**src/rtl/servo_pkg.sv**
```systemverilog
// Shared constants, state encoding and clamp helper for the servo pulse-width path.
package servo_pkg;

   localparam int SERVO_CLK_F    = 50;
   localparam int SERVO_FRAME_US = 20000;
   localparam int SERVO_MIN_LEN  = 500;
   localparam int SERVO_MAX_LEN  = 2500;
   localparam int SERVO_CENTRE   = 1500;

   typedef enum logic {
      IDLE = 1'b0,
      MOVE = 1'b1
   } servo_state_t;

   function automatic logic [15:0] servo_clamp(input logic [15:0] len,
                                               input logic [15:0] lo,
                                               input logic [15:0] hi);
      if (len < lo)
         return lo;
      else if (len > hi)
         return hi;
      else
         return len;
   endfunction

endpackage

```
**src/rtl/servo_frame_timer.sv**
```systemverilog
// Frame timer: a 1 us prescaler feeding a per-frame microsecond counter.
// It emits a registered one-cycle frame_tick at each frame boundary.
module servo_frame_timer
   import servo_pkg::*;
#(
   parameter int CLK_F    = SERVO_CLK_F,
   parameter int FRAME_US = SERVO_FRAME_US
) (
   input  logic CLK,
   input  logic RST_N,
   output logic frame_tick
);

   localparam int PW = (CLK_F > 1) ? $clog2(CLK_F) : 1;
   localparam int UW = (FRAME_US > 1) ? $clog2(FRAME_US) : 1;

   logic [PW-1:0] presc_reg;
   logic [UW-1:0] us_reg;
   logic          tick_reg;
   logic          presc_wrap;
   logic          us_wrap;

   assign presc_wrap = (presc_reg == PW'(CLK_F - 1));
   assign us_wrap    = (us_reg == UW'(FRAME_US - 1));
   assign frame_tick = tick_reg;

   always_ff @(posedge CLK or negedge RST_N) begin
      if (!RST_N) begin
         presc_reg <= '0;
         us_reg    <= '0;
         tick_reg  <= 1'b0;
      end else begin
         presc_reg <= presc_wrap ? '0 : presc_reg + PW'(1);
         if (presc_wrap)
            us_reg <= us_wrap ? '0 : us_reg + UW'(1);
         tick_reg <= presc_wrap & us_wrap;
      end
   end

endmodule

```
**src/rtl/servo_ramp.sv**
```systemverilog
// Target acceptance, clamping and once-per-frame slew of the servo pulse width.
// pul_len only moves on frame_tick edges, so the PWM stage never sees a jerk.
module servo_ramp
   import servo_pkg::*;
#(
   parameter int CLK_F    = SERVO_CLK_F,
   parameter int FRAME_US = SERVO_FRAME_US,
   parameter int MIN_LEN  = SERVO_MIN_LEN,
   parameter int MAX_LEN  = SERVO_MAX_LEN,
   parameter int INIT_LEN = SERVO_CENTRE
) (
   input  logic        CLK,
   input  logic        RST_N,
   input  logic [15:0] tgt_len,
   input  logic        tgt_valid,
   output logic        tgt_ready,
   input  logic [7:0]  step_len,
   output logic [15:0] pul_len,
   output logic        busy,
   output logic        done,
   output logic        frame_tick
);

   localparam logic [15:0] MIN_L  = 16'(MIN_LEN);
   localparam logic [15:0] MAX_L  = 16'(MAX_LEN);
   localparam logic [15:0] INIT_L = 16'(INIT_LEN);

   servo_state_t state_reg, state_next;
   logic [15:0]  pul_reg, pul_next;
   logic [15:0]  tgt_reg, tgt_next;
   logic         done_reg, done_next;
   logic         ready_reg;

   logic         accept;
   logic [15:0]  clamped_len;
   logic [15:0]  step_val;
   logic [16:0]  pul_w, tgt_w, stp_w, up_sum, dn_lim;

   servo_frame_timer #(
      .CLK_F    (CLK_F),
      .FRAME_US (FRAME_US)
   ) u_timer (
      .CLK        (CLK),
      .RST_N      (RST_N),
      .frame_tick (frame_tick)
   );

   assign accept      = tgt_valid & ready_reg;
   assign clamped_len = servo_clamp(tgt_len, MIN_L, MAX_L);

   // 17-bit operands so neither the up-sum nor the down limit can wrap.
   assign pul_w  = {1'b0, pul_reg};
   assign tgt_w  = {1'b0, tgt_reg};
   assign stp_w  = {9'd0, step_len};
   assign up_sum = pul_w + stp_w;
   assign dn_lim = tgt_w + stp_w;

   always_comb begin
      step_val = tgt_reg;
      if (step_len != 8'd0) begin
         if (tgt_reg > pul_reg) begin
            if (up_sum < tgt_w)
               step_val = up_sum[15:0];
         end else if (pul_w > dn_lim) begin
            step_val = pul_reg - 16'(step_len);
         end
      end
   end

   always_comb begin
      state_next = state_reg;
      pul_next   = pul_reg;
      tgt_next   = tgt_reg;
      done_next  = 1'b0;
      if (accept)
         tgt_next = clamped_len;
      case (state_reg)
         IDLE: begin
            if (accept && (clamped_len != pul_reg))
               state_next = MOVE;
         end
         MOVE: begin
            // A retarget on the step edge keeps us moving; the next tick settles it.
            if (frame_tick) begin
               pul_next = step_val;
               if ((step_val == tgt_reg) && !accept) begin
                  state_next = IDLE;
                  done_next  = 1'b1;
               end
            end
         end
         default: state_next = IDLE;
      endcase
   end

   always_ff @(posedge CLK or negedge RST_N) begin
      if (!RST_N) begin
         state_reg <= IDLE;
         pul_reg   <= INIT_L;
         tgt_reg   <= INIT_L;
         done_reg  <= 1'b0;
         ready_reg <= 1'b0;
      end else begin
         state_reg <= state_next;
         pul_reg   <= pul_next;
         tgt_reg   <= tgt_next;
         done_reg  <= done_next;
         ready_reg <= 1'b1;
      end
   end

   assign tgt_ready = ready_reg;
   assign pul_len   = pul_reg;
   assign busy      = (state_reg == MOVE);
   assign done      = done_reg;

endmodule

```
**config.mk**
```make
export PLATFORM = sky130hd
export DESIGN_NAME = servo_ramp
export DESIGN_NICKNAME = d
export VERILOG_FILES = /design/src/rtl/servo_pkg.sv /design/src/rtl/servo_frame_timer.sv /design/src/rtl/servo_ramp.sv
export SDC_FILE = /design/constraint.sdc
export NUM_CORES = 1
export LEC_CHECK = 0
export CORE_MARGIN = 2
export CORE_UTILIZATION = 65
export DETAILED_ROUTE_END_ITERATION = 10
export PLACE_DENSITY = 0.85
export SYNTH_ARGS = -nofsm -noshare
export SYNTH_HDL_FRONTEND = slang
export SYNTH_SLANG_ARGS = --single-unit
```
**constraint.sdc**
```tcl
create_clock -name CLK -period 12.4 [get_ports CLK]
set_input_delay 2.48 -clock CLK [delete_from_list [all_inputs] [get_ports CLK]]
set_output_delay 2.48 -clock CLK [all_outputs]
set_load 0.01 [all_outputs]
```
Yosys cells after proc, flatten, opt, wreduce, memory -nomap -nowiden
Cells that the tools add are included.
{"block": "word_totals", "regBits": 57, "inputBits": 27, "out_inout_bits": 20, "elab_cells": 45}
{"block": "classes", "add_sub_neg": 5, "order_cmp": 5, "n_eq_ne": 4, "muxes": 15, "bitwise_logic": 3, "reduce_logical": 5}
{"cell": "16-bit two-way mux", "n": 6}
{"cell": "16-bit by 8-bit adder with 17-bit output", "n": 2}
{"cell": "16-bit by 17-bit > comparator with 1-bit output", "n": 1}
{"cell": "17-bit by 16-bit < comparator with 1-bit output", "n": 1}
{"cell": "16-bit == test", "n": 1}
{"cell": "16-bit by 12-bit > comparator with 1-bit output, second input constant", "n": 1}
{"cell": "16-bit > comparator", "n": 1}
{"cell": "16-bit by 9-bit < comparator with 1-bit output, second input constant", "n": 1}
{"cell": "16-bit != test", "n": 1}
{"cell": "16-bit by 8-bit subtractor with 16-bit output", "n": 1}
{"cell": "15-bit by 1-bit adder with 15-bit output, second input constant", "n": 1}
{"cell": "15-bit == test, second input constant", "n": 1}
{"cell": "15-bit two-way mux", "n": 1}
{"cell": "8-bit nonzero test", "n": 1}
{"cell": "6-bit by 1-bit adder with 6-bit output, second input constant", "n": 1}
{"cell": "6-bit == test, second input constant", "n": 1}
{"cell": "1-bit two-way mux", "n": 6}
{"cell": "6-bit two-way mux", "n": 1}
{"cell": "1-bit bitwise AND", "n": 2}
{"cell": "1-bit logical AND", "n": 2}
{"cell": "1-bit case mux with 2 select lines", "n": 1}
{"cell": "2-bit AND reduction", "n": 1}
{"cell": "1-bit zero test", "n": 1}
{"cell": "1-bit NOT", "n": 1}

Logic depth before layout (Yosys ltp)
{"block": "depth", "word_depth": 10, "mapped_depth": 22}

Hierarchy
A second synthesis with hierarchy kept.
{"block": "hier_totals", "cells_unflattened": 819, "area_unflattened_um2": 6608.8}
{"mod": "servo_ramp", "instances": 1, "cells_per_inst": 712, "area_per_inst_um2": 5510.3}
{"mod": "servo_frame_timer", "instances": 1, "cells_per_inst": 107, "area_per_inst_um2": 1098.6}

Worst setup path before layout
OpenSTA, ideal clock, no wires.
{"block": "synth_timing", "path_type": "input to register", "from": "input step_len[3]", "to": "register state_reg (netlist: busy)", "setup_ns": 0.134, "arrival_time_ns": 6.080, "required_ns": 12.266, "setup_slack_ns": 6.186, "stages": 19, "n_path_buf": 2, "cell_sequence": "inv_1 ha_1 buf_2 nor2_2 o211ai_2 a2111oi_4 o211ai_1 xnor2_1 inv_1 ha_1 nand2_1 or3_1 o31ai_1 nor3_1 buf_2 a22oi_1 o2111ai_1 o41ai_2 a21oi_1"}
{"block": "synth_between", "elab_chain_cells": 10, "elab_cells_between_ends": 15}
{"item": "start, declared", "line_no": "servo_ramp.sv:17", "text": "input logic [7:0] step_len,"}
{"item": "16-bit by 8-bit adder with 17-bit output, on equally long branches", "line_no": "servo_ramp.sv:56, servo_ramp.sv:55"}
{"item": "16-bit by 17-bit > comparator with 1-bit output or 17-bit by 16-bit < comparator with 1-bit output (tied branches)", "line_no": "servo_ramp.sv:64, servo_ramp.sv:62"}
{"item": "16-bit two-way mux, on equally long branches", "line_no": "servo_ramp.sv:64, servo_ramp.sv:62"}
{"item": "16-bit two-way mux", "line_no": "servo_ramp.sv:61", "text": "if (tgt_reg > pul_reg) begin"}
{"item": "16-bit two-way mux (*)", "line_no": "servo_ramp.sv:60", "text": "if (step_len != 8'd0) begin"}
{"item": "16-bit == test (*)", "line_no": "servo_ramp.sv:86", "text": "if ((step_val == tgt_reg) && !accept) begin"}
{"item": "1-bit logical AND (*)", "line_no": "servo_ramp.sv:86"}
{"item": "1-bit two-way mux (*)", "line_no": "servo_ramp.sv:86"}
{"item": "1-bit two-way mux (*)", "line_no": "servo_ramp.sv:84", "text": "if (frame_tick) begin"}
{"item": "1-bit case mux with 2 select lines (*)", "line_no": "servo_ramp.sv:77", "text": "case (state_reg)"}
{"item": "via state_next", "line_no": "servo_ramp.sv:28", "text": "servo_state_t state_reg, state_next;"}
{"item": "end signal, assigned", "line_no": "servo_ramp.sv:104", "text": "state_reg <= state_next;"}
{"item": "end, declared", "line_no": "servo_ramp.sv:28"}
Mark *: on every way through the listed nets, which the timed path passes. The rest lies on a longest branch.
A chain may end at the register's enable or synchronous reset.

Worst setup path after layout
{"block": "layout_timing", "from": "input step_len[1]", "to": "register state_reg (netlist: busy)"}
Same word-level chain as after synthesis.

==> results.ini <==
[clocking]
clockBufferDepth=2
path_clk_slew_ps=80
numCtsBuffers=9
postCtsSetupBuffers=0
cts_hold_buf=0
clock_latency_ps=350
clock-root-buffer=clkbuf_8
cts_resized=0
htreeDepth=3
clock-sinks=57
cts_tree=yes

[floorplanning]
coreArea_um2=9280
std_cell_rows=35
dieHeight_um=102
io_pins=47
die_w_um=102
die-area_um2=10400
start_util_pct=67.3

[timing]
tightest_slew_ps=762
max-slew-margin-rel_pct=49.2
rsz0062_at_grt=false
fin_tns_setup_ps=0
setup_viol=0
finalCritPeriodShare_pct=58.4
min_period_ps=7240
max_freq_ghz=0.138
hold_viol=0
hold_ws_ps=507
finalClockSkew_ps=15.0
maxSlewViolCount=0

[placement]
place_hpwl_um=15100
io_buffers=46
gp_congestion=1.10

[synthesis]
syn_area_um2=6250
avgSynthCellArea_um2=8.16
synth-seq-cells=57
yosys-top-cells-area=dfrtp_1 (17%), ha_1 (15%), xnor2_1 (7.4%)
yosysTopAreaCell=dfrtp_1
syn-num-nets=870
synthFlopType=dfrtp_1
syn_inst=766
synth_cell_type_count=82
synth_edf_count=0
synth_top_area_share_pct=17.2
synthTopCellsByCount=ha_1 (74), nand2_1 (66), inv_1 (64)
async_flop_share_pct=100
ys_seq_area_share_pct=23.1
yosysMostFrequentCell=ha_1
ys_warn_count=0

[grt]
antenna_found_initial=0
grt_pass1_vias=6199
grt_pass1_wl_um=31500
grt_max_degree=58
overflow=0
grt.total_usage_pct=39.5

[critical_path]
worstPathRequired_ps=12610
critPathKind=input pin to flip-flop
worstPathArrival_ps=7450
cp_max_fo=20
end_kind=flip-flop
startpoint_type=input pin

[pwr]
powerDensity_nw_per_um2=76.5
leakage_nw=3.09
power_mw=0.537
ir_worst_vdd_mv=0.0761

[final_layout]
drive_above_1_share_pct=7.35
area_delta_synth_final_pct=12.3
seqCellArea_um2=1440
multi_input_area_um2=4440
diodes=0
nFillCells=702
nets=902

[route]
drt_wl_total_um=19500
dr.pass1.iters=6
via_per_inst=6.76
drtIter0Drc=698
ant_nets=0
num_vias=6304
wl_per_cell_um=20.9
drc_errors=0

[outcome]
outcome=finished, final reports clean

[hold_path]
hold_path.class=flip-flop to flip-flop

[run]
drv_cap=0

## cell families (layout without fill, tap and decap cells)
family / after synthesis / in the layout / synth area share [%]
other: 1 / 1 / 0.0600
adders and majority gates: 77 / 77 / 15.8
AOI/OAI and AO/OA: 227 / 227 / 25.8
buffers and inverters: 94 / 131 / 5.99
xor gates and xnor gates: 70 / 70 / 9.93
muxes: 2 / 2 / 0.320
and+or+nand+nor: 238 / 238 / 19.0
DFF: 57 / 57 / 23.1
## layer usage
layer / share of wire, % / GRT usage [%]
met5: 0 / 0
met2: 44 / 62.9
met3: 11 / 5.88
met4: 5.5 / 19.7
met1: 40 / 52.5
## power breakdown
| part | switching [mW] | internal [mW] | total (mW) | leakage (nW) |
|---|---|---|---|---|
| sequential | 0.00399 | 0.188 | 0.192 | 0.688 |
| combinational | 0.0698 | 0.0483 | 0.118 | 2.28 |
| clock | 0.0909 | 0.136 | 0.227 | 0.125 |
## cell type report
type,count,share of cell area [%]
Clock inverter,7,1.78
Multi-Input combinational cell,615,63.2
Tap cell,129,2.30
Sequential cell,57,20.6
Timing Repair Buffer,50,6.91
Clock buffer,9,1.76
Inverter,65,3.48
## through the flow
step                util (%)  worst slack, ps  cells  instance area, um^2
finish                  75.6             5160    932                 7020
floorplan                  -             6190    766                 6250
global placement        72.9             5050    916                 6770
global route            75.6             4890    932                 7020
CTS                     75.6             5260    932                 7020
detailed placement      72.9             4920    916                 6770
## final timing paths
| path | startpoint | to | slack [ps] | cells after the start |
|---|---|---|---|---|
| worst max-delay path | step_len[1] | busy$_DFF_PN0_ | 5160 | 22 |
| worst min register to register | u_timer.presc_reg[0]$_DFF_PN0_ | u_timer.presc_reg[0]$_DFF_PN0_ | 510 | 1 |
| worst max register to register | tgt_reg[1]$_DFFE_PN0P_ | busy$_DFF_PN0_ | 7380 | 21 |
| min in group asynchronous | RST_N | tgt_ready$_DFF_PN0_ | 2260 | 2 |
| max in group asynchronous | RST_N | pul_len[12]$_DFFE_PN0P_ | 9650 | 2 |
| worst min-delay path | u_timer.presc_reg[0]$_DFF_PN0_ | u_timer.presc_reg[0]$_DFF_PN0_ | 510 | 1 |
## worst max-delay path, stage by stage
cell and delay, ps:
clkdlybuf4s50_1 650, ha_1 290, a21o_1 190, a21oi_1 250
o21bai_1 90, a21oi_1 220, o21bai_1 110, a21oi_1 240
o21bai_1 180, nand3_1 130, xnor2_1 80, ha_1 290
nand3_1 120, nor4_1 310, a21oi_1 120, a211oi_2 180
buf_4 280, and2_1 400, a221o_1 240, nand2_1 60
a311oi_1 350, a21oi_1 140
## cell usage in the layout (no fill, tap or decap), types with 8 or more instances in the layout
| master | instances |
|---|---|
| nor2_1 | 57 |
| and2_1 | 9 |
| xor2_1 | 16 |
| nor4_1 | 10 |
| or3_1 | 8 |
| a21oi_1 | 57 |
| xnor2_1 | 53 |
| nor3_1 | 13 |
| dfstp_2 | 14 |
| o21ai_0 | 39 |
| nand2_1 | 66 |
| a21o_1 | 11 |
| clkdlybuf4s50_1 | 45 |
| ha_1 | 74 |
| inv_1 | 64 |
| nand4_1 | 16 |
| a22oi_1 | 10 |
| a31oi_1 | 8 |
| clkbuf_8 | 9 |
| dfrtp_1 | 43 |
| o22ai_1 | 14 |
| nand3_1 | 26 |
Note: power is estimated with default switching activity, not from simulation.
